`config.mk`:
```
export PLATFORM = sky130hd
export DESIGN_NAME = cfg_reg_bank
export DESIGN_NICKNAME = d
export VERILOG_FILES = /design/src/rtl/cfg_reg_bank.sv
export SDC_FILE = /design/constraint.sdc
export NUM_CORES = 1
export LEC_CHECK = 0
export CAP_MARGIN = 40
export CORE_ASPECT_RATIO = 1.75
export CORE_UTILIZATION = 40
export CTS_BUF_LIST = sky130_fd_sc_hd__clkbuf_4
export CTS_CLUSTER_SIZE = 28
export DETAILED_ROUTE_END_ITERATION = 12
export PLACE_DENSITY = 0.56
export SLEW_MARGIN = 20
export SYNTH_ARGS = -nofsm -noshare
export SYNTH_HDL_FRONTEND = slang
export SYNTH_SLANG_ARGS = --single-unit
```
`constraint.sdc`:
```
create_clock -name CLK -period 3.4 [get_ports CLK]
set_input_delay 0.34 -clock CLK [delete_from_list [all_inputs] [get_ports CLK]]
set_output_delay 0.34 -clock CLK [all_outputs]
set_load 0.005 [all_outputs]
```
`src/rtl/cfg_reg_bank.sv`:
```
`default_nettype none
// ============================================================================
//  Module      : cfg_reg_bank
//  Description : Parametrised configuration/data register bank with one write
//                port, two independent read ports (latency 1 or 2), per-
//                register reset values, a read-only mask, an access-error
//                pulse and a flat always-valid tap bus of the low registers.
//  Revision    : 1.0 - initial release
// ============================================================================
module cfg_reg_bank #(
    parameter int DATA_W  = 8,
    parameter int ADDR_W  = 4,
    parameter int DEPTH   = 16,
    parameter int NUM_TAP = 4,
    parameter logic [DEPTH*DATA_W-1:0] RST_VAL =
        ((DEPTH*DATA_W)'(8'h80) << (2*DATA_W)) |
        ((DEPTH*DATA_W)'(8'h01) << (3*DATA_W)),
    parameter logic [DEPTH-1:0] RO_MASK = '0,
    parameter int RD_LAT  = 1
) (
    input  logic                      CLK,
    input  logic                      RST,
    input  logic                      WrEn,
    input  logic [ADDR_W-1:0]         WrAddr,
    input  logic [DATA_W-1:0]         WrData,
    input  logic                      RdEnA,
    input  logic [ADDR_W-1:0]         RdAddrA,
    output logic [DATA_W-1:0]         RdDataA,
    output logic                      RdValidA,
    input  logic                      RdEnB,
    input  logic [ADDR_W-1:0]         RdAddrB,
    output logic [DATA_W-1:0]         RdDataB,
    output logic                      RdValidB,
    output logic                      AccErr,
    output logic [NUM_TAP*DATA_W-1:0] TAP
);

    localparam int c_SLOTS = 1 << ADDR_W;

    // Full address space view: unimplemented slots read as zero, count as
    // out-of-range and reject writes. Only DEPTH slots hold storage.
    logic [DATA_W-1:0] w_mem_full [c_SLOTS];
    logic [c_SLOTS-1:0] w_blocked;
    logic [c_SLOTS-1:0] w_oor;

    logic w_wr_ok;
    logic w_wr_err;
    logic w_rd_err_a;
    logic w_rd_err_b;

    assign w_wr_ok    = WrEn  & ~w_blocked[WrAddr];
    assign w_wr_err   = WrEn  &  w_blocked[WrAddr];
    assign w_rd_err_a = RdEnA &  w_oor[RdAddrA];
    assign w_rd_err_b = RdEnB &  w_oor[RdAddrB];

    genvar gi;
    generate
        for (gi = 0; gi < c_SLOTS; gi++) begin : g_slot
            if (gi < DEPTH) begin : g_impl
                assign w_oor[gi] = 1'b0;
                if (RO_MASK[gi]) begin : g_ro
                    // Read-only register: a constant, no storage needed
                    assign w_blocked[gi]  = 1'b1;
                    assign w_mem_full[gi] = RST_VAL[gi*DATA_W +: DATA_W];
                end else begin : g_rw
                    logic [DATA_W-1:0] reg_q;
                    logic [DATA_W-1:0] reg_d;
                    assign w_blocked[gi]  = 1'b0;
                    assign reg_d = (w_wr_ok && (WrAddr == ADDR_W'(gi))) ? WrData : reg_q;
                    // Storage register: reset value, else accept matching write
                    always_ff @(posedge CLK) begin
                        if (RST) reg_q <= RST_VAL[gi*DATA_W +: DATA_W];
                        else     reg_q <= reg_d;
                    end
                    assign w_mem_full[gi] = reg_q;
                end
            end else begin : g_unimpl
                assign w_oor[gi]      = 1'b1;
                assign w_blocked[gi]  = 1'b1;
                assign w_mem_full[gi] = '0;
            end
        end

        for (gi = 0; gi < NUM_TAP; gi++) begin : g_tap
            assign TAP[gi*DATA_W +: DATA_W] = w_mem_full[gi];
        end
    endgenerate

    // First read stage. Reads sample storage before this edge's write lands,
    // which gives read-before-write on a same-address collision. Data only
    // updates on a request so an idle port holds its last value.
    logic [DATA_W-1:0] rd_data_a_q, rd_data_b_q;
    logic              rd_valid_a_q, rd_valid_b_q;
    logic              acc_err_q;

    // Stage-1 read capture and access-error pulse
    always_ff @(posedge CLK) begin
        if (RST) begin
            rd_data_a_q  <= '0;
            rd_data_b_q  <= '0;
            rd_valid_a_q <= 1'b0;
            rd_valid_b_q <= 1'b0;
            acc_err_q    <= 1'b0;
        end else begin
            rd_valid_a_q <= RdEnA;
            rd_valid_b_q <= RdEnB;
            if (RdEnA) rd_data_a_q <= w_mem_full[RdAddrA];
            if (RdEnB) rd_data_b_q <= w_mem_full[RdAddrB];
            acc_err_q    <= w_wr_err | w_rd_err_a | w_rd_err_b;
        end
    end

    assign AccErr = acc_err_q;

    generate
        if (RD_LAT == 2) begin : g_lat2
            logic [DATA_W-1:0] rd_data_a_q2, rd_data_b_q2;
            logic              rd_valid_a_q2, rd_valid_b_q2;
            // Optional output stage: delays data and valid by one more cycle
            always_ff @(posedge CLK) begin
                if (RST) begin
                    rd_data_a_q2  <= '0;
                    rd_data_b_q2  <= '0;
                    rd_valid_a_q2 <= 1'b0;
                    rd_valid_b_q2 <= 1'b0;
                end else begin
                    rd_valid_a_q2 <= rd_valid_a_q;
                    rd_valid_b_q2 <= rd_valid_b_q;
                    if (rd_valid_a_q) rd_data_a_q2 <= rd_data_a_q;
                    if (rd_valid_b_q) rd_data_b_q2 <= rd_data_b_q;
                end
            end
            assign RdDataA  = rd_data_a_q2;
            assign RdDataB  = rd_data_b_q2;
            assign RdValidA = rd_valid_a_q2;
            assign RdValidB = rd_valid_b_q2;
        end else begin : g_lat1
            assign RdDataA  = rd_data_a_q;
            assign RdDataB  = rd_data_b_q;
            assign RdValidA = rd_valid_a_q;
            assign RdValidB = rd_valid_b_q;
        end
    endgenerate

endmodule
`default_nettype wire

```
==> reports/metrics.cfg <==
[status]
status=completed

[grt]
track_usage=0.261
antenna_found_initial=1
first_global_vias=6101
grt_max_degree=59
grt_pass1_wl_mm=37.4
grt_remaining_overflow=0

[cells_and_area]
drive_above_1_share=0.0700
mostFrequentLayoutCells=174 x mux2i_1, 146 x dfxtp_1, 114 x nand2_1
final_common_cell=mux2i_1
ff_latch_area_mm2=0.00292
finalNonFillerCells=1164
syn2layout_area_growth_pct=17.9
fillers=1758
multiInputGateArea_mm2=0.00409
layout.nets=941

[sta]
drv_slew=0
finalSetupViolCount=0
finalHoldViolCount=0
maxSlewHeadroom=0.431
grt_setup_unrepaired=false
worstMarginPinSlew_ns=0.851
period_share=0.562
tns_ns=0
whs_ns=0.273
fin_crit_ns=1.91
finalClockSkew_ns=0.0346
clock.fmax_mhz=523

[logic_synthesis]
synthXorXnorAreaFrac=0
synth.avg_cell_area_um2=8.41
synth_edf_count=0
ys_seq_elements=146
syn_inst=871
synth_area_mm2=0.00733
yosysWarnings=0
synth.area.mux_share=0.238
synth_compound_area_frac=0.166
ys_seq_area_frac=0.399
ys.flop_type=dfxtp_1
async_reset_ff_frac=0
synth_simple_gate_area_frac=0.153
synth_cell_types=23
synth_top_family_by_area=multiplexers
synth_nets=896
yosys.area_share.adder=0

[power]
power_density_mw_per_mm2=407
leakage_uw=0.00348
peakVddDrop_mv=0.240

[clock_tree]
cts_setup_buffers=0
clk_latency_ns=0.57
cts_made_buffers=17
cts_tree=built
cts_hold_buf=0
ctsResizeCount=0
cts-root-buf=clkbuf_4
cts_max_level=4
path_clk_slew_ns=0.14
cts_sinks=146
cts.path.max_buffers=2

[setup_path]
crit_type=in -> reg
path_max_fanout=14
required_ns=3.88
startpoint_type=primary input
end_kind=register
arrival_ns=2.39

[floorplanning]
fp.dieH_um=181
rows=65
start_util=0.408
die_area_mm2=0.0189
die_w_um=104
core_area_mm2=0.0180
pin_count=76

[drt]
dr.pass1.iters=6
vias_per_cell=5.65
wirelength_mm=24.4
antenna_left=0
initialDrtViolationCount=540
drcViolationCount=0
wl_per_cell_um=20.9
vias=6582

[placed_design]
dpl.hpwl_mm=16.8
port-buffer-count=74
dp.cells=1131
place.gp.congestion=0.823

[hold_path]
hold_path_class=in -> reg

[job]
max-cap-violations=0

flip-flops by register name, indices dropped and copies added (netlist names):
| register | cells |
|---|---|
| RdDataA | 8 |
| RdDataB | 8 |
| RdValidA | 1 |
| RdValidB | 1 |
| g_slot.g_impl.g_rw.reg_q | 128 |
power breakdown:
group	internal (µW)	total [µW]	switching, µW	leakage (µW)
combinational	176	448	272	0.00213
sequential	1740	1770	24.6	0.00118
clock	612	1300	685	0.000174
total	2530	3510	981	0.00348
cell type report:
type                            count  share of cell area
Inverter                            1            0.000434
Clock inverter                     12              0.0208
Antenna cell                        1            0.000290
Multi-Input combinational cell    649               0.473
Timing Repair Buffer              101               0.116
Sequential cell                   146               0.338
Clock buffer                       20              0.0174
Tap cell                          234              0.0339
stage by stage:
step | setup WS, ns | area, µm² | total power, µW | utilization
2_1_floorplan | 2.03 | 7330 | 2050 | -
3_3_place_gp | 1.03 | 8210 | 2240 | 0.457
3_5_place_dp | 0.980 | 8310 | 2250 | 0.462
4_1_cts | 1.49 | 8640 | 3530 | 0.481
5_1_grt | 1.40 | 8640 | 3640 | 0.481
6_report | 1.49 | 8640 | 3510 | 0.481
path summary, 6_finish.rpt:
check                                       from  slack (ns)                        endpoint  cells past startpoint
setup / recovery                       WrAddr[3]        1.49  g_slot[5].g_impl.g_rw.reg_q[4]                      5
hold reg to reg                       RdDataB[3]        0.46                      RdDataB[3]                      2
setup reg to reg  g_slot[8].g_impl.g_rw.reg_q[4]        2.07                      RdDataB[4]                      4
hold / removal                               RST        0.27  g_slot[3].g_impl.g_rw.reg_q[7]                      2
routing by layer:
layer / up-vias / GRT usage / wire length, µm
li1: 3173 / - / -
met2: 260 / 0.444 / 12100
met3: 22 / 0.0386 / 1300
met4: 0 / 0.0823 / 534
met1: 3127 / 0.338 / 10400
met5: - / 0 / 0
Yosys cell counts, types with 3 or more instances:
| cell type | instances | area, µm² |
|---|---|---|
| a22oi_1 | 48 | 360 |
| nand2b_1 | 5 | 31.3 |
| o21ai_0 | 72 | 360 |
| a21oi_1 | 96 | 480 |
| nand3_1 | 56 | 280 |
| nor2_1 | 61 | 229 |
| dfxtp_1 | 146 | 2920 |
| clkbuf_1 | 49 | 184 |
| mux2i_1 | 174 | 1740 |
| nand3b_1 | 3 | 22.5 |
| buf_2 | 22 | 110 |
| nor2b_1 | 10 | 62.6 |
| nand2_1 | 114 | 428 |
worst max-delay path, stage by stage:
cell and delay (ns):
clkdlybuf4s50_1 0.50, nand3b_1 0.57, nor2_1 0.69, nand2_1 0.12, a21oi_1 0.16
cells by family (layout without fill, tap and decap cells):
kind of cell,Yosys count,in the layout
other,1,2
DFF,146,146
and+or+nand+nor,256,256
AOI/OAI and AO/OA,218,218
buffers and inverters,76,134
muxes,174,174
No activity file was read; power rests on OpenSTA's default activity.
